$ cat src/rtl/cmp_result_collector_if.sv
// Sample handshake bundle between a comparator front end and the collector.
// The producer drives A/B/R with in_valid. The collector answers with in_ready.
interface cmp_result_collector_if #(
    parameter int W = 4
);
    logic         in_valid;
    logic         in_ready;
    logic [W-1:0] A;
    logic [W-1:0] B;
    logic [2:0]   R;

    modport master (
        output in_valid,
        output A,
        output B,
        output R,
        input  in_ready
    );

    modport slave (
        input  in_valid,
        input  A,
        input  B,
        input  R,
        output in_ready
    );
endinterface

$ cat src/rtl/cmp_result_collector.sv
// Collects comparator results over a start/stop-framed measurement window.
// It keeps saturating per-outcome counts, an error count, the running maximum of A,
// and a sticky alarm for a run of consecutive equal results.
module cmp_result_collector #(
    parameter int W      = 4,
    parameter int CW     = 8,
    parameter int STREAK = 3
) (
    input  logic          clk,
    input  logic          rst_n,
    input  logic          i_start,
    input  logic          i_stop,
    cmp_result_collector_if.slave s_in,
    output logic [CW-1:0] o_cnt_gt,
    output logic [CW-1:0] o_cnt_eq,
    output logic [CW-1:0] o_cnt_lt,
    output logic [CW-1:0] o_cnt_err,
    output logic [W-1:0]  o_max_a,
    output logic          o_streak_alarm,
    output logic          o_busy,
    output logic          o_done
);

    typedef enum logic [1:0] {
        ST_IDLE    = 2'd0,
        ST_COLLECT = 2'd1,
        ST_DONE    = 2'd2
    } state_t;

    localparam logic [CW-1:0] CNT_MAX  = {CW{1'b1}};
    localparam logic [CW-1:0] STREAK_C = CW'(STREAK);

    // Counter step that holds at all-ones instead of wrapping.
    function automatic logic [CW-1:0] sat_inc(input logic [CW-1:0] v);
        sat_inc = (v == CNT_MAX) ? v : v + {{(CW-1){1'b0}}, 1'b1};
    endfunction

    state_t        r_state;
    state_t        w_state_nxt;
    logic          r_in_ready;
    logic          r_busy;
    logic          r_done;
    logic [CW-1:0] r_cnt_gt;
    logic [CW-1:0] r_cnt_eq;
    logic [CW-1:0] r_cnt_lt;
    logic [CW-1:0] r_cnt_err;
    logic [W-1:0]  r_max_a;
    logic [CW-1:0] r_streak;
    logic          r_alarm;

    logic          w_xfer;
    logic          w_ok_gt;
    logic          w_ok_eq;
    logic          w_ok_lt;
    logic          w_ok_any;

    // A start pulse drops any sample offered in the same cycle.
    // A one-hot code counts as an outcome only if it agrees with A versus B.
    always_comb begin
        w_xfer   = s_in.in_valid & r_in_ready & ~i_start;
        w_ok_gt  = (s_in.R == 3'b100) & (s_in.A > s_in.B);
        w_ok_eq  = (s_in.R == 3'b010) & (s_in.A == s_in.B);
        w_ok_lt  = (s_in.R == 3'b001) & (s_in.A < s_in.B);
        w_ok_any = w_ok_gt | w_ok_eq | w_ok_lt;
    end

    // Window framing. Start has priority over stop. Stop is ignored outside COLLECT.
    always_comb begin
        w_state_nxt = r_state;
        case (r_state)
            ST_IDLE: begin
                if (i_start) w_state_nxt = ST_COLLECT;
                else         w_state_nxt = ST_IDLE;
            end
            ST_COLLECT: begin
                if (i_start)     w_state_nxt = ST_COLLECT;
                else if (i_stop) w_state_nxt = ST_DONE;
                else             w_state_nxt = ST_COLLECT;
            end
            ST_DONE: begin
                if (i_start) w_state_nxt = ST_COLLECT;
                else         w_state_nxt = ST_DONE;
            end
            default: w_state_nxt = ST_IDLE;
        endcase
    end

    // State register and the status flags registered from the next state.
    always_ff @(posedge clk or negedge rst_n) begin
        if (!rst_n) begin
            r_state    <= ST_IDLE;
            r_in_ready <= 1'b0;
            r_busy     <= 1'b0;
            r_done     <= 1'b0;
        end else begin
            r_state    <= w_state_nxt;
            r_in_ready <= (w_state_nxt == ST_COLLECT);
            r_busy     <= (w_state_nxt == ST_COLLECT);
            r_done     <= (w_state_nxt == ST_DONE);
        end
    end

    // Window statistics. They clear on start and update once per accepted sample.
    always_ff @(posedge clk or negedge rst_n) begin
        if (!rst_n) begin
            r_cnt_gt  <= '0;
            r_cnt_eq  <= '0;
            r_cnt_lt  <= '0;
            r_cnt_err <= '0;
            r_max_a   <= '0;
            r_streak  <= '0;
            r_alarm   <= 1'b0;
        end else if (i_start) begin
            r_cnt_gt  <= '0;
            r_cnt_eq  <= '0;
            r_cnt_lt  <= '0;
            r_cnt_err <= '0;
            r_max_a   <= '0;
            r_streak  <= '0;
            r_alarm   <= 1'b0;
        end else if (w_xfer) begin
            if (w_ok_gt)   r_cnt_gt  <= sat_inc(r_cnt_gt);
            if (w_ok_eq)   r_cnt_eq  <= sat_inc(r_cnt_eq);
            if (w_ok_lt)   r_cnt_lt  <= sat_inc(r_cnt_lt);
            if (!w_ok_any) r_cnt_err <= sat_inc(r_cnt_err);
            if (s_in.A > r_max_a) r_max_a <= s_in.A;
            if (w_ok_eq) begin
                // The run length saturates at the threshold, which is all the alarm needs.
                if (r_streak < STREAK_C) r_streak <= r_streak + {{(CW-1){1'b0}}, 1'b1};
                if (r_streak >= STREAK_C - {{(CW-1){1'b0}}, 1'b1}) r_alarm <= 1'b1;
            end else begin
                r_streak <= '0;
            end
        end
    end

    assign s_in.in_ready  = r_in_ready;
    assign o_cnt_gt       = r_cnt_gt;
    assign o_cnt_eq       = r_cnt_eq;
    assign o_cnt_lt       = r_cnt_lt;
    assign o_cnt_err      = r_cnt_err;
    assign o_max_a        = r_max_a;
    assign o_streak_alarm = r_alarm;
    assign o_busy         = r_busy;
    assign o_done         = r_done;

endmodule
$ cat src/flat_wrapper.sv
// flat-port wrapper written by rule: the top's interface ports become plain ports
module cmp_result_collector_flat 
#(
    parameter int W      = 4,
    parameter int CW     = 8,
    parameter int STREAK = 3
)
  (clk, rst_n, i_start, i_stop, o_cnt_gt, o_cnt_eq, o_cnt_lt, o_cnt_err, o_max_a, o_streak_alarm, o_busy, o_done, s_in_in_valid, s_in_A, s_in_B, s_in_R, s_in_in_ready);
  cmp_result_collector_if #(.W(W)) s_in_i ();
  input  logic clk;
  input  logic rst_n;
  input  logic i_start;
  input  logic i_stop;
  output logic [CW-1:0] o_cnt_gt;
  output logic [CW-1:0] o_cnt_eq;
  output logic [CW-1:0] o_cnt_lt;
  output logic [CW-1:0] o_cnt_err;
  output logic [W-1:0] o_max_a;
  output logic o_streak_alarm;
  output logic o_busy;
  output logic o_done;
  input wire logic [$bits(s_in_i.in_valid)-1:0] s_in_in_valid;
  input wire logic [$bits(s_in_i.A)-1:0] s_in_A;
  input wire logic [$bits(s_in_i.B)-1:0] s_in_B;
  input wire logic [$bits(s_in_i.R)-1:0] s_in_R;
  output wire logic [$bits(s_in_i.in_ready)-1:0] s_in_in_ready;
  assign s_in_i.in_valid = s_in_in_valid;
  assign s_in_i.A = s_in_A;
  assign s_in_i.B = s_in_B;
  assign s_in_i.R = s_in_R;
  assign s_in_in_ready = s_in_i.in_ready;
  cmp_result_collector #(.W(W), .CW(CW), .STREAK(STREAK)) u_core (.clk(clk), .rst_n(rst_n), .i_start(i_start), .i_stop(i_stop), .s_in(s_in_i), .o_cnt_gt(o_cnt_gt), .o_cnt_eq(o_cnt_eq), .o_cnt_lt(o_cnt_lt), .o_cnt_err(o_cnt_err), .o_max_a(o_max_a), .o_streak_alarm(o_streak_alarm), .o_busy(o_busy), .o_done(o_done));
endmodule
$ cat config.mk
export PLATFORM = sky130hd
export DESIGN_NAME = cmp_result_collector_flat
export DESIGN_NICKNAME = d
export VERILOG_FILES = /design/src/rtl/cmp_result_collector_if.sv /design/src/rtl/cmp_result_collector.sv /design/src/flat_wrapper.sv
export SDC_FILE = /design/constraint.sdc
export NUM_CORES = 1
export LEC_CHECK = 0
export ABC_AREA = 1
export BUFFER_PORTS_ARGS = -buffer_cell sky130_fd_sc_hd__clkbuf_2
export CORE_ASPECT_RATIO = 0.5
export CORE_MARGIN = 2
export CORE_UTILIZATION = 45
export CTS_BUF_LIST = sky130_fd_sc_hd__clkbuf_8 sky130_fd_sc_hd__clkbuf_16
export DETAILED_ROUTE_END_ITERATION = 16
export PLACE_DENSITY = 0.79
export SLEW_MARGIN = 20
export SYNTH_ARGS = -nofsm -noshare
export SYNTH_HDL_FRONTEND = slang
export SYNTH_SLANG_ARGS = --single-unit
$ cat constraint.sdc
create_clock -name clk -period 1.5 [get_ports clk]
set_input_delay 0.075 -clock clk [delete_from_list [all_inputs] [get_ports clk]]
set_output_delay 0.075 -clock clk [all_outputs]
set_load 0.01 [all_outputs]
* After elaboration in Yosys (flattened, before gate mapping)
Index checks and enable logic that the tools add are counted.
** Operators by class
- Reduce and logical (&&, ||, !) cells :: 14
- Add/subtract/negate cells :: 5
- Mux-type cells :: 32
- Order comparisons :: 5
- Bitwise operators :: 8
- Equality and inequality tests :: 18
** Operators with widths (count)
- 8-bit two-way mux :: 20
- 8-bit by 1-bit adder with 8-bit output, second input constant :: 5
- 8-bit == test, second input constant :: 4
- 3-bit AND reduction :: 5
- 4-bit two-way mux :: 3
- 2-bit nonzero test :: 6
- 2-bit inequality test, second input constant :: 5
- 8-bit by 2-bit >= comparator with 1-bit output, second input constant :: 1
- 4-bit greater-than comparator :: 2
- 8-bit by 2-bit < comparator with 1-bit output, second input constant :: 1
- 2-bit two-way mux :: 3
- 2-bit one-hot mux with 3 select lines :: 1
- 1-bit bitwise AND :: 5
- 1-bit two-way mux :: 5
- 2-bit by 1-bit == test with 1-bit output, second input constant :: 2
- 2-bit == test, second input constant :: 2
- 4-bit == test :: 1
- 4-bit < comparator :: 1
- 2-bit AND reduction :: 2
- 3-bit by 1-bit == test with 1-bit output, second input constant :: 1
- 3-bit by 2-bit == test with 1-bit output, second input constant :: 1
- 3-bit == test, second input constant :: 1
- 3-bit inequality test, second input constant :: 1
- 2-bit logical NOT :: 1
- 2 further kinds :: 3
** Word-level totals
- Register bits after elaboration :: 49
- Input port bits :: 16
- Output and inout port bits :: 40
- Word-level logic and storage cells :: 92

* Logic depth before layout (Yosys ltp)
Gate-level depths: netlist (run 1).
- Depth after elaboration :: 7
- Gate-level depth with buffers :: 12
- Depth with buffers taken out :: 12

* Worst setup path before layout (run 1)
Ideal clock, no wire load.
- Path type :: register to register
- From :: reg u_core.r_cnt_err[0], in the netlist u_core.o_cnt_err[0]
- To :: reg u_core.r_cnt_err[2], in the netlist u_core.o_cnt_err[2]
- Buffers on the path :: 0
- Data arrival time :: 1.358 ns
- Data required time :: 1.382 ns
- Period minus slack after synthesis :: 1.477 ns
- Setup slack :: 0.023 ns
- Cell stages (with the launch flop) :: 10
- Setup time :: 0.118 ns
- Cells stage by stage :: dfrtp_1 -> ha_1 -> nand3_1 -> inv_1 -> nand2_1 -> inv_1 -> nor2_1 -> nand3_1 -> nand3_1 -> nand2_1
** Between the ends
- Cells in the longest elaborated chain, start to end :: 5
- Elaborated cells between the ends (all ways) :: 8
- Classes of those cells :: 1 x add/sub; 2 x eq/ne; 4 x mux; 1 x reduce/logical
** RTL lines
- start, declared :: RTL line cmp_result_collector.sv:46 : logic [CW-1:0] r_cnt_err;
- start signal, assigned :: RTL line cmp_result_collector.sv:125 : if (!w_ok_any) r_cnt_err <= sat_inc(r_cnt_err);
- 8-bit by 1-bit adder with 8-bit output :: RTL line cmp_result_collector.sv:35 : sat_inc = (v == CNT_MAX) ? v : v + {{(CW-1){1'b0}}, 1'b1};
- 8-bit two-way mux :: RTL line cmp_result_collector.sv:35
- 8-bit two-way mux :: RTL line cmp_result_collector.sv:125
- 8-bit two-way mux :: RTL line cmp_result_collector.sv:121 : end else if (w_xfer) begin
- 8-bit two-way mux :: RTL line cmp_result_collector.sv:113 : end else if (i_start) begin
Parallel ways exist; a longest one is shown, timed or not. The select of a mux whose other input is x is not followed.
A chain may end at the register's enable or synchronous reset.

* Worst setup path after layout (run 1)
- From :: reg u_core.r_max_a[1], in the netlist u_core.o_max_a[1]
- To :: reg u_core.r_max_a[1], in the netlist u_core.o_max_a[1]
** Between the ends
- Cells in the longest elaborated chain, start to end :: 3
** RTL lines
- start, declared :: RTL line cmp_result_collector.sv:47 : logic [W-1:0] r_max_a;
- start signal, assigned :: RTL line cmp_result_collector.sv:126 : if (s_in.A > r_max_a) r_max_a <= s_in.A;
- 4-bit greater-than comparator :: RTL line cmp_result_collector.sv:126
- 2-bit nonzero test (no source line)
- 2-bit AND reduction (no source line)
Every way passes these cells.

==> flow_summary_export.csv, run 1 <==
group,metric,value,unit
placement,globalplace.congestion,0.915,
detailed_routing,ant_nets,0,
detailed_routing,remaining_drc_errors,0,
global_routing,overflow,0,
worst_setup_path,worstPathArrival,1.69,ns
min_path,min_path_type,"input port to register",
synthesis,ys_seq_area_frac,0.417,
worst_setup_path,critPathMaxFanout,4,
final_layout,layout.cells.non_filler,573,
worst_setup_path,regToRegSetupSlack,0.03,ns
cts,cts.clk_slew.worst_paths,0.06,ns
final_layout,diodes,0,
worst_setup_path,cp.required,1.72,ns
sta,tns,0,ns
global_routing,grt_max_degree,43,
die,floorplan.initialDensity,0.475,
synthesis,syn_area,0.00294,mm2
flow_run,cap_violations,0,
sta,max_freq,0.680,GHz
sta,worst_pin_slew,0.538,ns
sta,slew_headroom,0.641,
cts,cts_tree,"built",
cts,cts_sinks,49,
detailed_routing,drtPass1Iterations,4,
worst_setup_path,endpoint_kind,"register",
synthesis,synth-seq-cells,49,
synthesis,ys_types,25,
die,die-area,0.00723,mm2
placement,port_buffers,55,
die,die_x,118,um
detailed_routing,drt_iter0_drc,165,
final_layout,design_area,0.00391,mm2
sta,skew,0.00653,ns
final_layout,layout-drive-gt1-share,0.291,
sta,period_share,0.980,
global_routing,grt_antenna_before_repair,0,
die,std_cell_rows,20,
synthesis,synthFlopType,"dfrtp_1",
worst_setup_path,start_kind,"register",
sta,setup_viol,0,
placement,place_area,0.00357,mm2
detailed_routing,routed_wl,6980,um
placement,post-dp-hpwl,5000,um
global_routing,grt_pass1_vias,2638,
pwr,power.leakage,2.20,nW
cts,clock_tree.root_cell,"clkbuf_16",
final_layout,fillCellCount,572,
synthesis,synth-edff-count,0,
sta,rsz0062_at_grt,"yes",
synthesis,postSynthAreaPerCell,7.57,um2
cts,clock_latency,0.29,ns
synthesis,yosysWarnings,0,
final_layout,fin_util,0.632,
cts,cts.htree.levels,2,
die,io_pins,56,
sta,post-route-min-period,1.47,ns
cts,cts_buffer_depth,2,
die,coreArea,0.00618,mm2
final_layout,area_growth,33.0,%
detailed_routing,viasPerCell,5.02,
global_routing,grt_pass1_wl,11600,um
placement,dpl.cell_count,559,
pwr,vdd_drop_max,0.503,mV
final_layout,fin_nets,514,
cts,cts_buffers,5,
sta,slew_violations,0,
detailed_routing,vias,2877,
detailed_routing,wire_per_inst,12.2,um
status,status,"complete, no violations",
pwr,powerDensity,796,mW/mm2
sta,timing.final.hold_violations,0,
global_routing,track_usage,0.205,
die,fp.dieH,61.1,um
worst_setup_path,critPathKind,"register to register",
synthesis,syn-num-nets,418,
synthesis,syn-instance-count,388,
synthesis,synth-async-reset-ratio,1.00,
through the flow:
stage / worst slack (ns) / total power (W) / hold slack (ns)
finish: 0.0300 / 0.00311 / 0.0811
global route: -0.0782 / 0.00326 / 0.0991
CTS: 0.00609 / 0.00312 / 0.0789
detailed placement: -0.0619 / 0.00179 / 0.0812
global placement: -0.00543 / 0.00178 / 0.0799
floorplan: 0.0232 / 0.00161 / -0.221
power breakdown:
| part | internal, W | switching [W] | total (W) |
|---|---|---|---|
| Sequential | 0.00136 | 0.0000231 | 0.00138 |
| Clock | 0.000827 | 0.000489 | 0.00132 |
| Combinational | 0.000167 | 0.000250 | 0.000417 |
| Total | 0.00235 | 0.000763 | 0.00311 |
flip-flops by register name (all words and copies together) (netlist names):
signal and count:
u_core.r_state 2, u_core.o_cnt_err 8, u_core.s_in.in_ready 1, u_core.o_cnt_eq 8, u_core.o_cnt_lt 8, u_core.o_max_a 4
u_core.o_streak_alarm 1, u_core.r_streak 8, u_core.o_done 1, u_core.o_cnt_gt 8
layout make-up:
type / count / area [um2] / share of cell area
inverter: 53 / 201 / 0.0516
tap: 88 / 110 / 0.0282
clock buffer: 6 / 139 / 0.0356
clock inverter: 2 / 33.8 / 0.00865
timing repair buffer: 96 / 638 / 0.163
multi-input combinational: 279 / 1560 / 0.399
sequential: 49 / 1230 / 0.314
worst max-delay path, stage by stage (launching register included):
cell and delay, ns:
dfrtp_1 0.36, inv_2 0.06, ha_4 0.25, inv_2 0.03, nor2_1 0.09, nor2_1 0.04
o21ai_1 0.15, nand2_2 0.11, nor2_4 0.16, nand2_1 0.07, o21ai_1 0.07
worst paths after layout:
kind / start / cells past startpoint / endpoint
hold reg to reg: u_core.r_state[1] / 1 / u_core.r_state[0]
setup / recovery: u_core.o_max_a[1] / 10 / u_core.o_max_a[1]
min in group asynchronous: rst_n / 2 / u_core.r_state[1]
hold / removal: s_in_A[0] / 4 / u_core.o_max_a[0]
setup reg to reg: u_core.o_max_a[1] / 10 / u_core.o_max_a[1]
max in group asynchronous: rst_n / 3 / u_core.o_cnt_lt[5]
layout by cell type, fill, tap and decap left out, types with 3 or more instances in the layout:
cell,count
nor2_1,43
nor2_2,4
a21oi_1,7
o21ai_0,5
nand3_1,39
buf_6,4
buf_4,33
ha_2,4
nor2_8,3
nand3b_1,7
nand2_1,100
dfrtp_1,49
clkbuf_16,5
o21ai_1,3
nand2_2,12
clkbuf_2,55
inv_1,48
ha_1,9
xor2_1,10
buf_12,3
inv_2,5
xnor2_1,3
nand4_1,17
nor2_4,5
routing by layer:
metal | routed length, um | GRT usage | up-vias
met1 | 3170 | 0.261 | 1368
met2 | 3360 | 0.358 | 68
met4 | 156 | 0.0826 | 0
met3 | 297 | 0.0398 | 13
met5 | 0 | 0 | -
li1 | - | - | 1428
cells by family after synthesis:
logic type,count (synthesis),synth area share
compound gates,16,0.0281
xor+xnor,13,0.0388
fa+ha+maj,14,0.0596
buf+inv,60,0.0813
flops,49,0.417
simple gates,236,0.375
synthesized netlist by cell type (2+ instances only):
cell type | number | area (um2)
xnor2_1 | 3 | 26.3
nand3b_1 | 7 | 52.6
a21oi_1 | 7 | 35.0
inv_2 | 3 | 11.3
nor2_2 | 5 | 31.3
nor2_1 | 44 | 165
ha_1 | 14 | 175
nor2_4 | 3 | 33.8
nand4_1 | 17 | 106
inv_1 | 50 | 188
nor2_8 | 3 | 60.1
buf_2 | 2 | 10.0
xor2_1 | 10 | 87.6
nand2_2 | 2 | 12.5
nand3_1 | 41 | 205
o21ai_0 | 8 | 40.0
clkbuf_1 | 3 | 11.3
dfrtp_1 | 49 | 1230
nand2_1 | 111 | 417
timing repair:
action,CTS,global route
hold buffers,1,0
setup buffers,0,5
gates resized for setup,1,33
endpoints found under the setup margin,4,36
endpoints found under the hold margin,17,0
pin swaps,0,31
No activity file was read; power rests on OpenSTA's default activity.
==> inputs of run 2 (changes only) <==
CORE_MARGIN = 8   (was 2)
==> flow_summary_export.csv, run 2 (same netlist as run 1, synthesis figures left out) <==
group,metric,value,unit
sta,setup_ws,-0.0104,ns
worst_setup_path,cp.required,1.73,ns
worst_setup_path,worstPathArrival,1.74,ns
sta,worst_pin_slew,0.504,ns
final_layout,design_area,0.00388,mm2
final_layout,layout_common_cells,"nand2_1, clkbuf_2, dfrtp_1",
sta,post-route-min-period,1.51,ns
flow_run,cap_violations,0,
worst_setup_path,critical_path.cell_chain,"ha_2 -> nand3_2 -> nor2_4 -> nand2_4 -> nor2_8 -> nor2_8 -> nor2_8 -> nand2_1 -> nand2_1",
global_routing,grt_max_degree,43,
die,fp.dieH,73.1,um
sta,rsz0062_at_grt,"yes",
detailed_routing,wire_per_inst,12.5,um
detailed_routing,vias,2816,
global_routing,grt_pass1_wl,12000,um
final_layout,final-seq-area,0.00123,mm2
detailed_routing,drtPass1Iterations,6,
final_layout,multi_input_area,0.00157,mm2
pwr,totalPowerFinal,0.00294,W
detailed_routing,remaining_drc_errors,0,
detailed_routing,ant_nets,0,
detailed_routing,routed_wl,7220,um
worst_setup_path,max_stage_delay,0.36,ns
die,die_x,130,um
detailed_routing,dr_wl_met2,3540,um
cts,cts.htree.levels,2,
placement,post-dp-hpwl,5210,um
pwr,power.leakage,2.20,nW
die,floorplan.initialDensity,0.475,
final_layout,final_common_cell,"nand2_1",
min_path,worstHoldStart,"s_in_A[0]",
final_layout,fin_nets,518,
pwr,vdd_drop_max,0.456,mV
placement,dpl.cell_count,561,
worst_setup_path,worstRegToRegCells,9,
detailed_routing,routed.top_layer,"met4",
global_routing,grt_pass1_vias,2684,
final_layout,fillCellCount,550,
min_path,min_path_type,"input port to register",
placement,place_area,0.00359,mm2
die,coreArea,0.00618,mm2
min_path,hold_end,"u_core.o_max_a[0]",
die,std_cell_rows,20,
sta,skew,0.00745,ns
status,violations,"setup timing",
worst_setup_path,worst_path_max_delay_cell,"dfrtp_1",
placement,globalplace.congestion,0.945,
final_layout,fin_util,0.628,
sta,max_freq,0.662,GHz
placement,port_buffers,55,
cts,cts_tree,"built",
cts,cts_buffer_depth,2,
sta,slew_headroom,0.664,
sta,setup_viol,6,
worst_setup_path,critPathMaxFanout,8,
cts,cts.clk_slew.worst_paths,0.06,ns
sta,slew_violations,0,
placement,place_ws,-0.0402,ns
worst_setup_path,cp_num_buf_inv,0,
detailed_routing,drt_iter0_drc,136,
min_path,hold_depth,4,
worst_setup_path,crit_family,"simple AND/OR/NAND/NOR gates",
cts,cts_buffers,5,
worst_setup_path,endpoint_kind,"register",
global_routing,grt_antenna_before_repair,0,
pwr,powerDensity,756,mW/mm2
die,io_pins,56,
cts,cts_sinks,49,
final_layout,area_growth,32.1,%
worst_setup_path,cpMostUsedCell,"nor2_8",
worst_setup_path,critPathKind,"register to register",
final_layout,layout-drive-gt1-share,0.293,
final_layout,diodes,0,
final_layout,layout.cells.non_filler,576,
worst_setup_path,reg2reg_to,"u_core.o_cnt_eq[5]",
cts,clock_latency,0.29,ns
status,status,"complete, but fails checks",
sta,period_share,1.01,
worst_setup_path,start_kind,"register",
detailed_routing,wl_met1,3180,um
worst_setup_path,rr_startpoint,"u_core.o_cnt_eq[1]",
detailed_routing,viasPerCell,4.89,
sta,timing.final.hold_violations,0,
global_routing,track_usage,0.156,
global_routing,overflow,0,
detailed_routing,wl_met3,422,um
cts,clock_tree.root_cell,"clkbuf_16",
die,die-area,0.00953,mm2
worst_setup_path,regToRegSetupSlack,-0.01,ns
## run 2: cell count changes in the layout (fill, tap and decap cells not counted), sizes merged
cell,change
bufinv,-1
buf,+3
nor2,+1
## run 2: worst register-to-register path, stage by stage, from the launching register on
cell	delay, ns
dfrtp_1	0.36
ha_2	0.21
nand3_2	0.12
nor2_4	0.18
nand2_4	0.09
nor2_8	0.14
nor2_8	0.06
nor2_8	0.17
nand2_1	0.07
nand2_1	0.06
## run 2: timing repair
item | CTS | global route
pin swaps | 0 | 29
hold buffers | 1 | 0
resized for setup | 1 | 29
endpoints found under the hold margin | 18 | 0
setup endpoints to repair | 4 | 28
buffers inserted | 0 | 6
gates cloned | 0 | 1
## run 2: cell type report
type,count,share of cell area
clock buffers,6,0.0358
clock inverters,1,0.000967
inverters,53,0.0513
multi-input cells,280,0.404
flip-flops and latches,49,0.316
well taps,88,0.0284
repair buffers,99,0.164
## run 2: stage by stage
step,hold slack (ns),TNS [ns]
detailed placement,0.0735,-0.197
global route,0.107,-0.799
finish,0.0874,-0.0356
global placement,0.0655,-0.00226
CTS,0.0845,0
floorplan,-0.221,0
## run 2: worst max-delay path by stage
stage                                   start             endpoint  slack, ns  depth (start not counted)
after floorplan           u_core.o_cnt_err[0]  u_core.o_cnt_err[2]       0.02                          9
after global placement    u_core.o_cnt_err[0]  u_core.o_cnt_err[6]     -0.001                         10
after detailed placement            s_in_B[3]   u_core.o_cnt_eq[0]      -0.04                         11
after CTS                  u_core.o_cnt_eq[1]   u_core.o_cnt_eq[5]      0.003                          8
after global routing       u_core.o_cnt_eq[1]   u_core.o_cnt_eq[5]      -0.08                          9
final                      u_core.o_cnt_eq[1]   u_core.o_cnt_eq[5]      -0.01                          9
## run 2: power by group
part	internal [W]	switching [W]
logic	0.000171	0.000248
registers	0.00136	0.0000247
clock network	0.000649	0.000486
## run 2: per-layer routing
metal,up-vias,track usage
met4,0,0.0472
li1,1437,-
met3,7,0.0372
met1,1310,0.189
met5,-,0
met2,62,0.270
